==> config.mk <==
export PLATFORM = sky130hd
export DESIGN_NAME = atctlc2axi500_bin2onehot_pipe
export DESIGN_NICKNAME = d
export VERILOG_FILES = /design/src/rtl/atctlc2axi500_pkg.sv /design/src/rtl/atctlc2axi500_bin2mask_lane.sv /design/src/rtl/atctlc2axi500_bin2onehot_pipe.sv
export SDC_FILE = /design/constraint.sdc
export NUM_CORES = 1
export LEC_CHECK = 0
export CORE_ASPECT_RATIO = 1.2
export CORE_UTILIZATION = 35
export DETAILED_ROUTE_END_ITERATION = 10
export SKIP_LAST_GASP = 1
export SYNTH_ARGS = -nofsm -noshare
export SYNTH_HDL_FRONTEND = slang
export SYNTH_HIERARCHICAL = 1
export SYNTH_SLANG_ARGS = --single-unit
==> constraint.sdc <==
create_clock -name aclk -period 2.7 [get_ports aclk]
set_clock_uncertainty 0.1 [all_clocks]
set_input_delay 0.81 -clock aclk [delete_from_list [all_inputs] [get_ports aclk]]
set_output_delay 0.81 -clock aclk [all_outputs]
set_load 0.01 [all_outputs]
==> src/rtl/atctlc2axi500_pkg.sv <==
// Shared definitions for the AXI-side binary-to-mask decode pipeline.
// Mode encodings select the mask shape produced for each lane.
package atctlc2axi500_pkg;

    localparam logic [1:0] MODE_ONEHOT = 2'd0;
    localparam logic [1:0] MODE_LTHERM = 2'd1;
    localparam logic [1:0] MODE_UTHERM = 2'd2;
    localparam logic [1:0] MODE_RSVD   = 2'd3;

endpackage

==> src/rtl/atctlc2axi500_bin2mask_lane.sv <==
// Combinational decode of one lane index into a one-hot or thermometer mask.
// An out-of-range index or the reserved mode yields an all-zero mask with err set.
module atctlc2axi500_bin2mask_lane
    import atctlc2axi500_pkg::*;
#(
    parameter int N = 8,
    parameter int W = $clog2(N)
) (
    input  logic [W-1:0] idx,
    input  logic [1:0]   mode,
    output logic [N-1:0] mask,
    output logic         err
);

    always_comb begin
        mask = '0;
        err  = 1'b0;
        if (mode == MODE_RSVD || int'(idx) >= N) begin
            err = 1'b1;
        end else begin
            for (int i = 0; i < N; i++) begin
                case (mode)
                    MODE_ONEHOT: mask[i] = (i == int'(idx));
                    MODE_LTHERM: mask[i] = (i <= int'(idx));
                    MODE_UTHERM: mask[i] = (i >= int'(idx));
                    default:     mask[i] = 1'b0;
                endcase
            end
        end
    end

endmodule

==> src/rtl/atctlc2axi500_bin2onehot_pipe.sv <==
// Multi-lane registered binary-to-mask decoder with an output register plus a
// one-entry skid so in_ready is a pure register output.
module atctlc2axi500_bin2onehot_pipe #(
    parameter int N   = 8,
    parameter int NCH = 4,
    parameter int CW  = 8,
    localparam int W  = $clog2(N)
) (
    input  logic               aclk,
    input  logic               reset,
    input  logic               in_valid,
    output logic               in_ready,
    input  logic [NCH*W-1:0]   in_idx,
    input  logic [1:0]         in_mode,
    output logic               out_valid,
    input  logic               out_ready,
    output logic [NCH*N-1:0]   out_mask,
    output logic [NCH-1:0]     out_err,
    output logic [CW-1:0]      err_cnt,
    input  logic               err_cnt_clr
);

    localparam logic [CW-1:0] CNT_MAX = '1;

    logic [NCH*N-1:0] dec_mask;
    logic [NCH-1:0]   dec_err;

    for (genvar k = 0; k < NCH; k++) begin : g_lane
        atctlc2axi500_bin2mask_lane #(.N(N)) u_lane (
            .idx  (in_idx[k*W +: W]),
            .mode (in_mode),
            .mask (dec_mask[k*N +: N]),
            .err  (dec_err[k])
        );
    end

    logic             out_valid_q, out_valid_d;
    logic [NCH*N-1:0] out_mask_q,  out_mask_d;
    logic [NCH-1:0]   out_err_q,   out_err_d;
    logic             skid_full_q, skid_full_d;
    logic [NCH*N-1:0] skid_mask_q, skid_mask_d;
    logic [NCH-1:0]   skid_err_q,  skid_err_d;
    logic [CW-1:0]    err_cnt_q,   err_cnt_d;

    logic accept;
    logic out_free;

    assign accept   = in_valid & ~skid_full_q;
    assign out_free = ~out_valid_q | out_ready;

    always_comb begin
        out_valid_d = out_valid_q;
        out_mask_d  = out_mask_q;
        out_err_d   = out_err_q;
        skid_full_d = skid_full_q;
        skid_mask_d = skid_mask_q;
        skid_err_d  = skid_err_q;
        err_cnt_d   = err_cnt_q;

        // A full skid always drains first so beats leave in acceptance order.
        if (out_free) begin
            if (skid_full_q) begin
                out_valid_d = 1'b1;
                out_mask_d  = skid_mask_q;
                out_err_d   = skid_err_q;
                skid_full_d = 1'b0;
            end else if (accept) begin
                out_valid_d = 1'b1;
                out_mask_d  = dec_mask;
                out_err_d   = dec_err;
            end else begin
                out_valid_d = 1'b0;
            end
        end else if (accept) begin
            skid_full_d = 1'b1;
            skid_mask_d = dec_mask;
            skid_err_d  = dec_err;
        end

        if (err_cnt_clr) begin
            err_cnt_d = '0;
        end else if (accept && (|dec_err) && err_cnt_q != CNT_MAX) begin
            err_cnt_d = err_cnt_q + 1'b1;
        end
    end

    always_ff @(posedge aclk) begin
        if (reset) begin
            out_valid_q <= 1'b0;
            out_mask_q  <= '0;
            out_err_q   <= '0;
            skid_full_q <= 1'b0;
            skid_mask_q <= '0;
            skid_err_q  <= '0;
            err_cnt_q   <= '0;
        end else begin
            out_valid_q <= out_valid_d;
            out_mask_q  <= out_mask_d;
            out_err_q   <= out_err_d;
            skid_full_q <= skid_full_d;
            skid_mask_q <= skid_mask_d;
            skid_err_q  <= skid_err_d;
            err_cnt_q   <= err_cnt_d;
        end
    end

    assign in_ready  = ~skid_full_q;
    assign out_valid = out_valid_q;
    assign out_mask  = out_mask_q;
    assign out_err   = out_err_q;
    assign err_cnt   = err_cnt_q;

endmodule

Word level (Yosys, flattened, before mapping) --
Cells that the tools add are included. Widths: inputs -> output; s select.
Cells by class: add/sub/neg operators 1, $lt $le $gt $ge 56, eq/ne operators 32, muxes and demuxes 43, bitwise gates (word level) 5, reduce and logical (&&, ||, !) cells 12
Operator list (count):
- $pmux 1 s3 | 32
- $mux 32 | 2
- $eq 3x3->1 const A | 16
- $le 3x3->1 const A | 16
- $ge 3x3->1 const A | 12
- $mux 8 | 4
- $eq 2x3->1 const A | 8
- $ge 1x3->1 const A | 8
- $ge 2x3->1 const A | 8
- $le 2x3->1 const A | 8
- $eq 1x3->1 const A | 4
- $le 1x3->1 const A | 4
- $logic_not 3->1 | 4
- $add 8x1->8 const B | 1
- $mux 4 | 2
- $ne 8x8->1 const B | 1
- $eq 2x2->1 const B | 2
- $reduce_and 2->1 | 2
- $reduce_or 2->1 | 2
- $mux 1 | 3
- $not 1->1 | 3
- $eq 2x1->1 const B | 1
- $logic_and 1x1->1 | 2
- $logic_not 2->1 | 1
- other kinds (3) | 3
Storage, ports and cells: register bits after elaboration 79, input bits 19, output and inout port bits 46, word-level logic and storage cells 156

Depth between registers and ports, before layout --
depth in word-level cells 5, gate-level depth with buffers 7, gate-level depth less buffers 5

Hierarchy --
The synthesis kept the hierarchy.
Modules (own cells, without submodules):
- atctlc2axi500_bin2onehot_pipe | times used 1, cells each 386, area an instance 3627.2 um^2
- atctlc2axi500_bin2mask_lane | times used 4, cells each 30, area an instance 205.2 um^2

Worst setup path before layout --
No wires, ideal clock.
kind input port to flip-flop, start point in in_mode[1], end point reg err_cnt_q[4] (netlist: err_cnt[4]), arrival 2.107 ns, setup slack 0.413 ns, stages on the path 6, buffers on the path 2, cell sequence buf_6 > and2_4 > or4_1 > buf_2 > and4_1 > a211oi_2
On the way: longest elaborated chain between the ends 4
RTL lines:
- start: declaration | RTL line atctlc2axi500_bin2onehot_pipe.sv:14 | input logic [1:0] in_mode,
- $eq 2x2->1 | RTL line atctlc2axi500_bin2mask_lane.sv:18 | if (mode == MODE_RSVD || int'(idx) >= N) begin
- $mux 1 | RTL line atctlc2axi500_bin2mask_lane.sv:18
- named net dec_err[3] | RTL line atctlc2axi500_bin2onehot_pipe.sv:26 | logic [NCH-1:0] dec_err;
- $logic_and 1x1->1 (2 in a row) | RTL line atctlc2axi500_bin2onehot_pipe.sv:82 | end else if (accept && (|dec_err) && err_cnt_q != CNT_MAX) begin
- end signal: assignment | RTL line atctlc2axi500_bin2onehot_pipe.sv:103 | err_cnt_q <= err_cnt_d;
- end: declaration | RTL line atctlc2axi500_bin2onehot_pipe.sv:43 | logic [CW-1:0] err_cnt_q, err_cnt_d;
The timed path passes the listed nets, and every way through them passes these cells. A chain may end at the register's enable or synchronous reset.

Worst setup path in the final report --
Ends and elaborated chain as after synthesis.

==> qor.log <==
qor: outcome.run_status complete, no violations
qor: clock_network.cts.sinks 82
qor: finish.num-nets-final 566
qor: global_routing.grt_pass1_wl 17,700 µm
qor: synthesis.syn_area 4450 µm²
qor: die.rows 44
qor: pwr.sequential_group_share_of_total_power 0.437
qor: worst_setup_path.timing.critical_path.required 2.86 ns
qor: clock_network.cts_hold_repair.buffers 0
qor: global_routing.grt_pass1_vias 3,540
qor: drt.drt-vias-per-instance 5.35
qor: synthesis.synth.avg_cell_area 8.79 µm²
qor: finish.drive_gt1_frac 0.154
qor: clock_network.numCtsBuffers 9
qor: pwr.power_frac_clock 0.381
qor: finish.n_fill_cell 1,221
qor: finish.final-instance-count-excl-fill 712
qor: timing.setup_viol 0
qor: synthesis.number_of_distinct_library_cells_after_synthesis 45
qor: worst_setup_path.critPathArrivalTime 2.66 ns
qor: timing.clock_period_minus_worst_slack 2.50 ns
qor: timing.final_min_period_over_clock_period 0.926
qor: clock_network.cts.repair.resized 0
qor: worst_setup_path.cp-end-kind flip-flop
qor: pwr.power_switching_share 0.274
qor: pwr.vdd.ir_drop.worst 248 µV
qor: worst_setup_path.criticalPathCategory in -> reg
qor: timing.hold_ws 0.353 ns
qor: run.drv.max_cap_violation_count 0
qor: finish.antenna-diode-count 0
qor: drt.drt_iter0_markers 168
qor: pwr.power.net_switching 0.817 mW
qor: pwr.power_report.internal_total 2.17 mW
qor: timing.timing.slew.headroom 0.602
qor: global_routing.antenna_found_initial 0
qor: drt.wl 10,700 µm
qor: synthesis.async_set_or_reset_register_ratio_after_synthesis 0
qor: timing.max_freq 0.400 GHz
qor: timing.rsz0062_at_grt no
qor: synthesis.synth_warnings 6
qor: clock_network.cts_htree_levels 3
qor: synthesis.postSynthRegisterBits 82
qor: placement.postPlaceCellArea 5170 µm²
qor: global_routing.grtUsageTotal 0.167
qor: die.floorplan.core_area 12,200 µm²
qor: clock_network.clock_tree_from_tritoncts yes
qor: finish.area_growth_syn_to_layout 22.4%
qor: pwr.share_comb_of_total_power 0.182
qor: synthesis.yosysMostFrequentCell sky130_fd_sc_hd__a21oi_1
qor: timing.hold_viol 0
qor: synthesis.synth_top_area_frac 0.369
qor: worst_hold_path.type_of_the_tightest_min_delay_check reg -> reg
qor: synthesis.mapped_cells 506
qor: clock_network.cts.repair_timing.setup_buffer_count 0
qor: finish.finish.utilization 0.446
qor: synthesis.ys_top_cells_by_count 85 x sky130_fd_sc_hd__a21oi_1, 82 x sky130_fd_sc_hd__dfxtp_1, 75 x sky130_fd_sc_hd__nand2_1, 42 x sky130_fd_sc_hd__mux2i_1, 35 x sky130_fd_sc_hd__a211oi_2
qor: synthesis.seq_area_frac_synth 0.369
qor: worst_setup_path.worst-path-max-fanout 7
qor: placement.port-buffer-count 64
qor: placement.dp.cells 696
qor: clock_network.cts_max_path_buffers 2
qor: die.die-area 13,200 µm²
qor: worst_setup_path.start_kind input pin
qor: placement.finalWeightedCongestion 0.826
qor: die.boundaryPins 65
qor: clock_network.clk-insertion-delay-late 0.34 ns
qor: synthesis.ys_top_cells_by_area sky130_fd_sc_hd__dfxtp_1 37%, sky130_fd_sc_hd__a211oi_2 9.8%, sky130_fd_sc_hd__a21oi_1 9.6%
qor: drt.drt-pass1-iter-count 4
qor: drt.routed_wire_length_per_instance 15.0 µm
qor: synthesis.postSynthNetCount 526
qor: die.floorplan.die.width 105 µm
qor: global_routing.grt_max_degree 56
qor: clock_network.clockRootBuffer sky130_fd_sc_hd__clkbuf_16
qor: clock_network.clkSlewWorstSetupHoldPaths 0.06 ns
qor: timing.setup_ws 0.201 ns
qor: timing.number_of_pins_with_negative_max_slew_slack_in_the_final_report 0
qor: die.initial_utilization 0.364
qor: synthesis.postSynth.topFlopCell sky130_fd_sc_hd__dfxtp_1
qor: drt.residual_antenna_violating_net_count_after_detailed_routing 0
qor: synthesis.synth-edff-count 0
qor: timing.tightest_slew 0.597 ns
qor: placement.hpwl 7030 µm
qor: global_routing.global_route.overflow_total 0
qor: synthesis.synth_top_area_cell sky130_fd_sc_hd__dfxtp_1
qor: drt.vias 3,812
qor: placement.detailedPlace.worstSlack -0.114 ns
qor: die.die_h 125 µm
qor: pwr.power_density 548 nW/µm²
qor: drt.remaining_drc_errors 0
qor: pwr.power.static_leakage 1.73 nW
qor: finish.postLayoutCellArea 5450 µm²
==> cell type report <==
type / count / area, µm² / area share
flip-flops and latches: 82 / 1640 / 0.302
multi-input cells: 367 / 2500 / 0.459
clock inverters: 5 / 30.0 / 0.00551
well taps: 161 / 201 / 0.0370
repair buffers: 84 / 823 / 0.151
clock buffers: 11 / 243 / 0.0446
inverters: 2 / 7.51 / 0.00138
==> kinds of logic (layout without fill, tap and decap cells) <==
logic type	count (synthesis)	count (layout)	share of synthesized area
AND/OR/NAND/NOR	150	150	0.168
flip-flops	82	82	0.369
buffers and inverters	57	102	0.0729
adder cells (fa/ha/maj)	1	1	0.00281
AO/OA/AOI/OAI	174	174	0.293
multiplexers	42	42	0.0945
==> path summary, 6_finish.rpt <==
path                                      start  depth (start not counted)              end  slack [ns]
worst min-delay path            skid_mask_q[27]                          2  skid_mask_q[27]        0.35
worst min register to register  skid_mask_q[27]                          2  skid_mask_q[27]        0.35
worst max register to register      skid_full_q                          3      out_mask[6]        0.82
worst max-delay path                 in_mode[1]                          5       err_cnt[4]        0.20
==> registers in the layout (all words and copies together) (netlist names) <==
name and cells:
out_valid 1, out_mask 32, skid_full_q 1, err_cnt 8, skid_mask_q 32, skid_err_q 4
out_err 4
==> through the flow <==
step	TNS [ns]	power, mW
after floorplan	0	1.69
after global placement	-0.102	1.86
after detailed placement	-0.502	1.87
after CTS	0	3.01
after global routing	0	3.11
final	0	2.98
==> power groups by stage <==
stage / clock network, mW / registers [mW] / logic [mW]
after detailed placement: 0 / 1.33 / 0.547
after CTS: 1.16 / 1.30 / 0.548
final: 1.14 / 1.30 / 0.544
after global placement: 0 / 1.33 / 0.537
after floorplan: 0 / 1.35 / 0.340
after global routing: 1.21 / 1.31 / 0.590
==> routing by layer <==
| metal | global-route usage | share of wire | vias up |
|---|---|---|---|
| li1 | - | - | 1928 |
| met1 | 0.209 | 0.46 | 1800 |
| met2 | 0.279 | 0.49 | 66 |
| met3 | 0.0276 | 0.027 | 18 |
| met4 | 0.0837 | 0.022 | 0 |
| met5 | 0 | 0 | - |
==> critical path, cell delays in order <==
cell                              delay (ns)
sky130_fd_sc_hd__clkdlybuf4s50_1        0.52
sky130_fd_sc_hd__and2_4                 0.22
sky130_fd_sc_hd__or4_1                  0.65
sky130_fd_sc_hd__and4_1                 0.25
sky130_fd_sc_hd__a211oi_2               0.20
==> cell usage in the layout, fill, tap and decap left out, drive strengths merged, types with 2 or more instances in the layout <==
cell            n
nor3b           4
nand2b          6
a21oi          85
dfxtp          82
clkinvlp        2
nand3b          2
a31oi           3
inv             2
and2            6
nand3           6
nor3           12
o41ai           4
mux2i          42
clkdlybuf4s50  63
clkbuf         11
buf            21
a2bb2oi         4
and4            3
o32ai           4
nor2           18
nor4            3
a41oi           3
or2             2
o22ai           4
and4b           5
o21bai          4
a211oi         50
clkinv          3
nand2          75
o21ai          12
Power figures use the tool's default switching activity.
